[src/rtl/cr_huf_comp_is_multi_pkg.sv]
// Shared types and default sizing for the Huffman symbol-sort block.
package cr_huf_compPKG;

  localparam int unsigned DefDatWidth        = 6;
  localparam int unsigned DefCntWidth        = 10;
  localparam int unsigned DefNLanes          = 4;
  localparam int unsigned DefMaxNumSymUsed   = 16;
  localparam int unsigned CreoleHcSeqidWidth = 8;

  typedef enum logic [1:0] {
    StAccept,
    StInsert,
    StDrain
  } is_state_e;

  // Bits needed to hold a count in 0..n.
  function automatic int unsigned count_width(input int unsigned n);
    return (n < 1) ? 1 : $clog2(n + 1);
  endfunction

endpackage

[src/rtl/cr_huf_comp_is_multi_ins.sv]
// Combinational sorted insert: finds the slot for one new entry and shifts the tail up by one.
module cr_huf_comp_is_multi_ins
  import cr_huf_compPKG::*;
#(
  parameter int unsigned DAT_WIDTH = DefDatWidth,
  parameter int unsigned CNT_WIDTH = DefCntWidth,
  parameter int unsigned DEPTH     = DefMaxNumSymUsed,
  parameter int unsigned UW        = count_width(DefMaxNumSymUsed)
) (
  input  logic [DEPTH-1:0][DAT_WIDTH-1:0] tbl_sym,
  input  logic [DEPTH-1:0][CNT_WIDTH-1:0] tbl_freq,
  input  logic [UW-1:0]                   used,
  input  logic [DAT_WIDTH-1:0]            new_sym,
  input  logic [CNT_WIDTH-1:0]            new_freq,
  output logic [DEPTH-1:0][DAT_WIDTH-1:0] ins_sym,
  output logic [DEPTH-1:0][CNT_WIDTH-1:0] ins_freq,
  output logic                            dup
);

  logic [UW-1:0] pos;

  // Slot = number of live entries ordered before the new one (freq, then symbol).
  always_comb begin
    dup = 1'b0;
    pos = '0;
    for (int i = 0; i < DEPTH; i++) begin
      if (UW'(i) < used) begin
        if (tbl_sym[i] == new_sym) dup = 1'b1;
        if ((tbl_freq[i] < new_freq) ||
            ((tbl_freq[i] == new_freq) && (tbl_sym[i] < new_sym))) begin
          pos = pos + UW'(1);
        end
      end
    end
  end

  // Entries below the slot stay, the slot takes the new entry, the rest move up one.
  always_comb begin
    ins_sym  = tbl_sym;
    ins_freq = tbl_freq;
    for (int i = 0; i < DEPTH; i++) begin
      int unsigned j;
      j = (i == 0) ? 0 : i - 1;
      if (UW'(i) < pos) begin
        ins_sym[i]  = tbl_sym[i];
        ins_freq[i] = tbl_freq[i];
      end else if (UW'(i) == pos) begin
        ins_sym[i]  = new_sym;
        ins_freq[i] = new_freq;
      end else begin
        ins_sym[i]  = tbl_sym[j];
        ins_freq[i] = tbl_freq[j];
      end
    end
  end

endmodule

[src/rtl/cr_huf_comp_is_multi.sv]
// Collects (symbol, count) lanes of a block into a frequency-sorted table, then drains it.
module cr_huf_comp_is_multi
  import cr_huf_compPKG::*;
#(
  parameter int unsigned DAT_WIDTH        = DefDatWidth,
  parameter int unsigned CNT_WIDTH        = DefCntWidth,
  parameter int unsigned N_LANES          = DefNLanes,
  parameter int unsigned MAX_NUM_SYM_USED = DefMaxNumSymUsed,
  parameter int unsigned SEQID_WIDTH      = CreoleHcSeqidWidth
) (
  input  logic                           clk,
  input  logic                           rst_n,
  input  logic [N_LANES-1:0]             sc_is_vld,
  input  logic [N_LANES*DAT_WIDTH-1:0]   sc_is_sym,
  input  logic [N_LANES*CNT_WIDTH-1:0]   sc_is_cnt,
  input  logic [SEQID_WIDTH-1:0]         sc_is_seq_id,
  input  logic                           sc_is_eob,
  output logic                           is_sc_rd,
  input  logic                           ht_is_not_ready,
  output logic                           is_ht_vld,
  output logic [DAT_WIDTH-1:0]           is_ht_sym,
  output logic [CNT_WIDTH-1:0]           is_ht_freq,
  output logic                           is_ht_last,
  output logic [DAT_WIDTH-1:0]           is_ht_sym_lo,
  output logic [DAT_WIDTH-1:0]           is_ht_sym_hi,
  output logic [DAT_WIDTH:0]             is_ht_sym_unique,
  output logic [SEQID_WIDTH-1:0]         is_ht_seq_id,
  output logic                           is_ht_err
);

  localparam int unsigned UW = count_width(MAX_NUM_SYM_USED);

  is_state_e state_q, state_d;

  logic [N_LANES-1:0]                    pend_q, pend_d;
  logic [N_LANES*DAT_WIDTH-1:0]          stg_sym_q, stg_sym_d;
  logic [N_LANES*CNT_WIDTH-1:0]          stg_cnt_q, stg_cnt_d;
  logic                                  stg_eob_q, stg_eob_d;
  logic [SEQID_WIDTH-1:0]                seq_q, seq_d;
  logic [MAX_NUM_SYM_USED-1:0][DAT_WIDTH-1:0] tbl_sym_q, tbl_sym_d, ins_sym;
  logic [MAX_NUM_SYM_USED-1:0][CNT_WIDTH-1:0] tbl_freq_q, tbl_freq_d, ins_freq;
  logic [UW-1:0]                         used_q, used_d, k_q, k_d;
  logic [DAT_WIDTH-1:0]                  lo_q, lo_d, hi_q, hi_d;
  logic                                  err_q, err_d;

  logic [N_LANES-1:0]   elig_in, pend_rest;
  logic                 cur_found, dup;
  logic [DAT_WIDTH-1:0] cur_sym, sel_sym;
  logic [CNT_WIDTH-1:0] cur_cnt, sel_freq;
  logic                 drain_last;

  cr_huf_comp_is_multi_ins #(
    .DAT_WIDTH (DAT_WIDTH),
    .CNT_WIDTH (CNT_WIDTH),
    .DEPTH     (MAX_NUM_SYM_USED),
    .UW        (UW)
  ) u_ins (
    .tbl_sym  (tbl_sym_q),
    .tbl_freq (tbl_freq_q),
    .used     (used_q),
    .new_sym  (cur_sym),
    .new_freq (cur_cnt),
    .ins_sym  (ins_sym),
    .ins_freq (ins_freq),
    .dup      (dup)
  );

  // Lanes worth a cycle of work (valid with nonzero count), and the lowest pending staged lane.
  always_comb begin
    elig_in   = '0;
    pend_rest = pend_q;
    cur_found = 1'b0;
    cur_sym   = '0;
    cur_cnt   = '0;
    for (int i = 0; i < N_LANES; i++) begin
      elig_in[i] = sc_is_vld[i] && (sc_is_cnt[i*CNT_WIDTH +: CNT_WIDTH] != '0);
      if (!cur_found && pend_q[i]) begin
        cur_found    = 1'b1;
        cur_sym      = stg_sym_q[i*DAT_WIDTH +: DAT_WIDTH];
        cur_cnt      = stg_cnt_q[i*CNT_WIDTH +: CNT_WIDTH];
        pend_rest[i] = 1'b0;
      end
    end
  end

  // Entry currently presented during drain.
  always_comb begin
    sel_sym  = '0;
    sel_freq = '0;
    for (int i = 0; i < MAX_NUM_SYM_USED; i++) begin
      if (k_q == UW'(i)) begin
        sel_sym  = tbl_sym_q[i];
        sel_freq = tbl_freq_q[i];
      end
    end
    drain_last = (used_q == '0) || ((k_q + UW'(1)) == used_q);
  end

  // Next-state logic: accept a beat, insert one lane per cycle, then drain the table.
  always_comb begin
    state_d    = state_q;
    pend_d     = pend_q;
    stg_sym_d  = stg_sym_q;
    stg_cnt_d  = stg_cnt_q;
    stg_eob_d  = stg_eob_q;
    seq_d      = seq_q;
    tbl_sym_d  = tbl_sym_q;
    tbl_freq_d = tbl_freq_q;
    used_d     = used_q;
    k_d        = k_q;
    lo_d       = lo_q;
    hi_d       = hi_q;
    err_d      = err_q;
    is_sc_rd   = 1'b0;

    unique case (state_q)
      StAccept: begin
        if (rst_n && ((sc_is_vld != '0) || sc_is_eob)) begin
          is_sc_rd  = 1'b1;
          stg_sym_d = sc_is_sym;
          stg_cnt_d = sc_is_cnt;
          stg_eob_d = sc_is_eob;
          seq_d     = sc_is_seq_id;
          pend_d    = elig_in;
          // Beats with nothing to insert skip the insert phase entirely.
          if (elig_in != '0)  state_d = StInsert;
          else if (sc_is_eob) state_d = StDrain;
        end
      end
      StInsert: begin
        if (cur_found) begin
          pend_d = pend_rest;
          if (dup || (used_q == UW'(MAX_NUM_SYM_USED))) begin
            err_d = 1'b1;
          end else begin
            tbl_sym_d  = ins_sym;
            tbl_freq_d = ins_freq;
            used_d     = used_q + UW'(1);
            if (used_q == '0) begin
              lo_d = cur_sym;
              hi_d = cur_sym;
            end else begin
              if (cur_sym < lo_q) lo_d = cur_sym;
              if (cur_sym > hi_q) hi_d = cur_sym;
            end
          end
        end
        if (pend_rest == '0) state_d = stg_eob_q ? StDrain : StAccept;
      end
      StDrain: begin
        if (!ht_is_not_ready) begin
          if (drain_last) begin
            state_d    = StAccept;
            pend_d     = '0;
            stg_eob_d  = 1'b0;
            seq_d      = '0;
            tbl_sym_d  = '0;
            tbl_freq_d = '0;
            used_d     = '0;
            k_d        = '0;
            lo_d       = '0;
            hi_d       = '0;
            err_d      = 1'b0;
          end else begin
            k_d = k_q + UW'(1);
          end
        end
      end
      default: state_d = StAccept;
    endcase
  end

  // State register with synchronous active-low reset; reset discards any partial block.
  always_ff @(posedge clk) begin
    if (!rst_n) begin
      state_q    <= StAccept;
      pend_q     <= '0;
      stg_sym_q  <= '0;
      stg_cnt_q  <= '0;
      stg_eob_q  <= 1'b0;
      seq_q      <= '0;
      tbl_sym_q  <= '0;
      tbl_freq_q <= '0;
      used_q     <= '0;
      k_q        <= '0;
      lo_q       <= '0;
      hi_q       <= '0;
      err_q      <= 1'b0;
    end else begin
      state_q    <= state_d;
      pend_q     <= pend_d;
      stg_sym_q  <= stg_sym_d;
      stg_cnt_q  <= stg_cnt_d;
      stg_eob_q  <= stg_eob_d;
      seq_q      <= seq_d;
      tbl_sym_q  <= tbl_sym_d;
      tbl_freq_q <= tbl_freq_d;
      used_q     <= used_d;
      k_q        <= k_d;
      lo_q       <= lo_d;
      hi_q       <= hi_d;
      err_q      <= err_d;
    end
  end

  // Output entry is visible only while draining; everything reads zero otherwise.
  always_comb begin
    is_ht_vld        = (state_q == StDrain);
    is_ht_sym        = is_ht_vld ? sel_sym : '0;
    is_ht_freq       = is_ht_vld ? sel_freq : '0;
    is_ht_last       = is_ht_vld && drain_last;
    is_ht_sym_lo     = is_ht_vld ? lo_q : '0;
    is_ht_sym_hi     = is_ht_vld ? hi_q : '0;
    is_ht_sym_unique = is_ht_vld ? (DAT_WIDTH+1)'(used_q) : '0;
    is_ht_seq_id     = is_ht_vld ? seq_q : '0;
    is_ht_err        = is_ht_vld && err_q;
  end

endmodule

[config.mk]
export PLATFORM = sky130hd
export DESIGN_NAME = cr_huf_comp_is_multi
export DESIGN_NICKNAME = d
export VERILOG_FILES = /design/src/rtl/cr_huf_comp_is_multi_pkg.sv /design/src/rtl/cr_huf_comp_is_multi_ins.sv /design/src/rtl/cr_huf_comp_is_multi.sv
export SDC_FILE = /design/constraint.sdc
export NUM_CORES = 2
export LEC_CHECK = 0
export ABC_CLOCK_PERIOD_IN_PS = 32000
export CORE_UTILIZATION = 50
export CTS_CLUSTER_SIZE = 12
export DETAILED_ROUTE_END_ITERATION = 8
export HOLD_SLACK_MARGIN = 0.1
export PLACE_DENSITY = 0.77
export SLEW_MARGIN = 20
export SYNTH_ARGS = -nofsm -noshare
export SYNTH_HDL_FRONTEND = slang
export SYNTH_SLANG_ARGS = --single-unit
export TNS_END_PERCENT = 20
[constraint.sdc]
create_clock -name clk -period 32 [get_ports clk]
set_clock_uncertainty 0.15 [all_clocks]
set_input_delay 4.8 -clock clk [delete_from_list [all_inputs] [get_ports clk]]
set_output_delay 4.8 -clock clk [all_outputs]
set_load 0.05 [all_outputs]
Word-level counts from Yosys, hierarchy flattened

Index checks and enable logic that the tools add are counted.

Register bits: 358
Bits in latches: 0
Bits in writable memories: 0
Memory bits (read-only): 0
Input port bits: 80
Output and inout bits: 47
Memories kept: 0

$add $sub $neg: 17
Multiply operators: 0
Divide/modulo/power cells: 0
Magnitude comparators: 66
Equality and inequality tests: 93
Shift-type cells: 0
Muxes and demuxes: 235
Bitwise gates (word level): 1
Reduce and logical (&&, ||, !) cells: 87

Operators by type and width:

| operator            | count |
|---|---|
| $mux 160            | 4 |
| $mux 10             | 53 |
| $mux 6              | 65 |
| $mux 96             | 4 |
| $pmux 160 s2        | 1 |
| $pmux 96 s2         | 1 |
| $mux 5              | 37 |
| $eq 10x10->1        | 16 |
| $lt 10x10->1        | 16 |
| $lt 6x6->1          | 17 |
| $reduce_and 6->1    | 17 |
| $eq 6x6->1          | 16 |
| $add 5x1->5 const B | 17 |
| $lt 4x5->1 const A  | 16 |
| $mux 1              | 47 |
| $ne 2x2->1 const B  | 22 |
| $eq 4x5->1 const A  | 8 |
| $eq 5x4->1 const B  | 8 |
| $lt 3x5->1 const A  | 8 |
| $reduce_bool 10->1  | 4 |
| $mux 8              | 4 |
| $logic_and 1x1->1   | 26 |
| $pmux 6 s2          | 2 |
| $eq 3x5->1 const A  | 4 |
| other kinds (34)    | 86 |

Depth between registers and ports, before layout

Depth after elaboration: 66
Gate-level depth with buffers: 81

By module

A second synthesis with hierarchy kept.

Cells, all modules: 4094
Area total of the unflattened synthesis: 30251.5 sq um

By module, submodules not included:

| module                   | instances | cells each | area each (sq um) | seq. area each (sq um) |
|---|---|---|---|---|
| cr_huf_comp_is_multi     | 1         | 2305       | 16864.9           | 7166.9 |
| cr_huf_comp_is_multi_ins | 1         | 1789       | 13386.6           | 0.0 |

Worst setup path before layout

Ideal clock, no wire load.

Path kind: reg2reg
Start: register pend_q[0]
End: register tbl_sym_q[48] (netlist name)
Setup time: 127 ps
Data arrival time: 14085 ps
Data required time: 31723 ps
Setup slack: 17638 ps
Stages on the path, launching flop included: 81
Path buffers: 7
Cell sequence: dfxtp_1 -> clkbuf_1 -> nor3_1 -> and2_1 -> clkbuf_1 -> clkbuf_1 -> a221o_1 -> clkbuf_1 -> clkbuf_1 -> ha_1 -> nor2b_1 -> o21a_1 -> o21a_1 -> o21ai_0 -> nand2b_1 -> a21oi_1 -> nor2b_1 -> o21ai_0 -> [... 45 more ...] -> ha_1 -> nor2b_1 -> a41oi_1 -> ha_1 -> nand2_1 -> nand2_1 -> ha_1 -> mux2_2 -> ha_1 -> nand2_1 -> o21ai_0 -> mux2i_1 -> and3b_1 -> buf_6 -> nor4_4 -> buf_6 -> mux2i_1 -> o2bb2ai_1

Word-level cells in the longest chain between the ends: 66
Elaborated cells on any way between the ends: 205
Those cells by class: add/sub (15); order compare (33); eq/ne (36); mux (81); reduce/logical (40)

Ends and longest elaborated chain:

| what                                                  | RTL line                    | RTL |
|---|---|---|
| start: declaration                                    | cr_huf_comp_is_multi.sv:35  | `logic [N_LANES-1:0] pend_q, pend_d;` |
| start signal: assignment                              | cr_huf_comp_is_multi.sv:191 | `pend_q <= pend_d;` |
| branches (longest 66 deep; another with $lt 10x10->1) | n/a                         |  |
| end signal: assignment                                | cr_huf_comp_is_multi.sv:196 | `tbl_sym_q <= tbl_sym_d;` |
| end: declaration                                      | cr_huf_comp_is_multi.sv:40  | `logic [MAX_NUM_SYM_USED-1:0][DAT_WIDTH-1:0] tbl_sym_q, tbl_sym_d, ins_sym;` |

Parallel ways; which one is timed is not known. The select of a mux whose other input is x is not followed.
A chain may end at the register's enable or synchronous reset.

Worst setup path after layout

Start: register pend_q[1]
End: register tbl_freq_q[100] (netlist name)

Word-level cells in the longest chain between the ends: 64
Elaborated cells on any way between the ends: 201
Those cells by class: add/sub (15); order compare (33); eq/ne (36); mux (78); reduce/logical (39)

Ends and longest elaborated chain:

| what                                                  | RTL line                    | RTL |
|---|---|---|
| $logic_and 1x1->1 (*)                                 | cr_huf_comp_is_multi.sv:77  | `if (!cur_found && pend_q[i]) begin` |
| branches (longest 63 deep; another with $lt 10x10->1) | n/a                         |  |
| end signal: assignment                                | cr_huf_comp_is_multi.sv:197 | `tbl_freq_q <= tbl_freq_d;` |
| end: declaration                                      | cr_huf_comp_is_multi.sv:41  | `logic [MAX_NUM_SYM_USED-1:0][CNT_WIDTH-1:0] tbl_freq_q, tbl_freq_d, ins_freq;` |

Mark *: on every way between the ends. The select of a mux whose other input is x is not followed.

==> flow_summary.ini <==
[status]
status = completed

[timing]
fmax_mhz = 53.5
worst_hold_slack_ns = 0.310
relSlewSlack = 0.201
finalHoldViolCount = 0
tns_ns = 0
maxSlewViolCount = 0
rsz0062_at_grt = false
finalCritPeriodShare = 0.584
setup_ws_ns = 13.31
min_period_ns = 18.69
tightest_slew_ns = 1.20
setup_viol = 0

[worst_setup_path]
cpPeakStageDelay_ns = 0.99
arrival_ns = 19.03
cp-end-kind = register
cp.required_ns = 32.35
path_common_cell = ha_1
reg2reg_to = tbl_freq_q[100]
worst_path_max_delay_cell = a211oi_2
crit_path_max_fanout = 33
path_class = reg -> reg
r2r-start = pend_q[1]
r2r_slack_ns = 13.31
reg2reg_depth = 75
crit_path_start_kind = register

[power_and_ir_drop]
p_per_area_nw_per_um2 = 55.2
leakage_nw = 11.2
irDropWorstVdd_mv = 0.0492

[synthesis]
synth_edf_count = 0
synthArstFlopShare = 0
synth-seq-cells = 358
synth_top_family_by_area = compound AO/OA/AOI/OAI gates
synthFlopType = dfxtp_1
yosys_warnings = 0
synth-simple-area-share = 0.169
synth_seq_area_share = 0.268
synthAdderAreaFrac = 0.138
syn_avg_cell_area_um2 = 8.04
synthMuxAreaShare = 0.0511
synth_compound_area_frac = 0.281
synthXorXnorAreaFrac = 0.0233
synth_cells = 3322
netlist_area_um2 = 26700
ys_types = 102

[cells_and_area]
finalNetCount = 3712
area_growth_pct = 12.3
nFillCells = 4768
drive_gt1_frac = 0.0728
final_util = 0.570
finish.instance_area_um2 = 30000

[clock_tree]
cts_buffers = 40
clock_path_buffers = 3
clk_latency_ns = 0.58
cts_tree = done
post_cts_buffers = 0
clock-root-buffer = clkbuf_16
cts.hold.buffers_added = 0
clock_sinks = 358
htree_levels = 2
cts.repair.resized = 0
cts.clk_slew.worst_paths_ns = 0.06

[worst_hold_path]
whs_path_depth = 2
whs_endpoint = stg_sym_q[11]
hp-class = reg -> reg
min_from = stg_sym_q[11]

[floorplanning]
core_area_um2 = 52700
fp-row-count = 84
die-area_um2 = 54300
initial_core_util = 0.507
die_w_um = 233
die_h_um = 233
pin_count = 127

[grt]
grt_usage = 0.341
gr-total-overflow = 0
antenna_found_initial = 3
grt_pass1_vias = 25000
grt_max_degree = 123
grt_pass1_wl_um = 145000

[route]
num_vias = 27000
wl_um = 94700
drtIter0Drc = 3657
ant_nets = 0
remaining_drc_errors = 0
vias_per_cell = 6.65
wl_per_cell_um = 23.4
first_pass_iters = 6

[placed_design]
pre_cts_slack_ns = 13.92
dpl_cell_area_um2 = 28600
hpwlAfterDp_um = 65400
io_buffers = 124
gp_congestion = 1.00

[flow_run]
maxCapViolations = 0
cell type report:
cell class,count,area [um^2],area share
Antenna cell,1,2.50,0.0000834
Clock buffer,61,1240,0.0414
Clock inverter,7,71.3,0.00238
Inverter,238,898,0.0300
Multi-Input combinational cell,2503,17900,0.598
Sequential cell,358,7170,0.239
Tap cell,688,861,0.0287
Timing Repair Buffer,198,1820,0.0607
worst max-delay path: cells and delay by family (launching register included):
kind	cells	cell delay, ns
mux	3	0.81
simple gates	24	3.68
buf+inv	8	1.59
fa+ha+maj	16	4.92
flops	1	0.56
compound gates	24	6.87
logic make-up after synthesis:
family	Yosys count
AO/OA/AOI/OAI	1086
AND/OR/NAND/NOR	933
buffers and inverters	462
flip-flops	358
adder cells (fa/ha/maj)	294
multiplexers	136
XOR/XNOR	52
other	1
metrics by stage:
| stage | cells | total power, mW |
|---|---|---|
| 2_1_floorplan | 3323 | 0.932 |
| 3_3_place_gp | 3983 | 1.14 |
| 3_5_place_dp | 3984 | 1.15 |
| 4_1_cts | 4052 | 1.62 |
| 5_1_grt | 4053 | 1.72 |
| 6_report | 4054 | 1.66 |
placed cells by master, fill, tap and decap left out, types with 37 or more instances in the layout:
cell type	count
a21o_1	37
a21oi_1	288
a22oi_1	84
buf_4	72
clkbuf_16	41
clkdlybuf4s50_1	123
dfxtp_1	358
ha_1	293
inv_1	234
mux2i_1	133
nand2_1	260
nand3_1	63
nand4_1	48
nor2_1	230
nor3_1	135
o211ai_1	56
o21ai_0	186
o22ai_1	37
o2bb2ai_1	64
o32ai_1	111
flip-flops by register name (all words and copies together) (netlist names), 5 cells and up:
signal,cells
k_q,5
tbl_freq_q,160
lo_q,6
tbl_sym_q,96
stg_sym_q,24
hi_q,6
used_q,5
seq_q,8
stg_cnt_q,40
metal layers:
layer,up-vias,wire [um],global-route usage
met4,4,5850,0.191
met1,12700,37800,0.442
li1,12400,-,-
met3,372,9610,0.0691
met2,1513,41400,0.527
met5,-,31,0
Yosys cell counts, drive strengths merged (16+ instances only):
| cell | number | area, um^2 |
|---|---|---|
| and2 | 26 | 163 |
| nor2 | 239 | 907 |
| a211oi | 32 | 250 |
| a21oi | 293 | 1490 |
| o21ai | 199 | 1000 |
| inv | 237 | 890 |
| a32o | 16 | 160 |
| o21a | 24 | 181 |
| clkbuf | 166 | 623 |
| a21o | 37 | 278 |
| a22oi | 85 | 643 |
| xor2 | 18 | 199 |
| dfxtp | 358 | 7170 |
| nor2b | 28 | 175 |
| a31oi | 18 | 125 |
| ha | 293 | 3670 |
| mux2i | 133 | 1330 |
| o22ai | 37 | 231 |
| nand3 | 64 | 320 |
| o211ai | 56 | 420 |
| and3 | 22 | 138 |
| nand2 | 260 | 976 |
| nand2b | 27 | 169 |
| o2bb2ai | 64 | 561 |
| nor3 | 146 | 774 |
| buf | 58 | 329 |
| o32ai | 129 | 1260 |
| xnor2 | 30 | 330 |
| nand4 | 48 | 300 |
worst max path at each step:
stage / from / end / cells after the start
2_1_floorplan: pend_q[0] / tbl_sym_q[48] / 80
3_3_place_gp: pend_q[1] / tbl_sym_q[15] / 75
3_5_place_dp: pend_q[1] / tbl_freq_q[21] / 75
4_1_cts: pend_q[1] / tbl_freq_q[21] / 75
5_1_grt: pend_q[1] / tbl_freq_q[104] / 75
6_report: pend_q[1] / tbl_freq_q[100] / 75
report_power, final:
group / internal, mW / switching (mW)
clock: 0.274 / 0.200
sequential: 0.472 / 0.0259
combinational: 0.226 / 0.458
(Power assumes the default switching activity.)
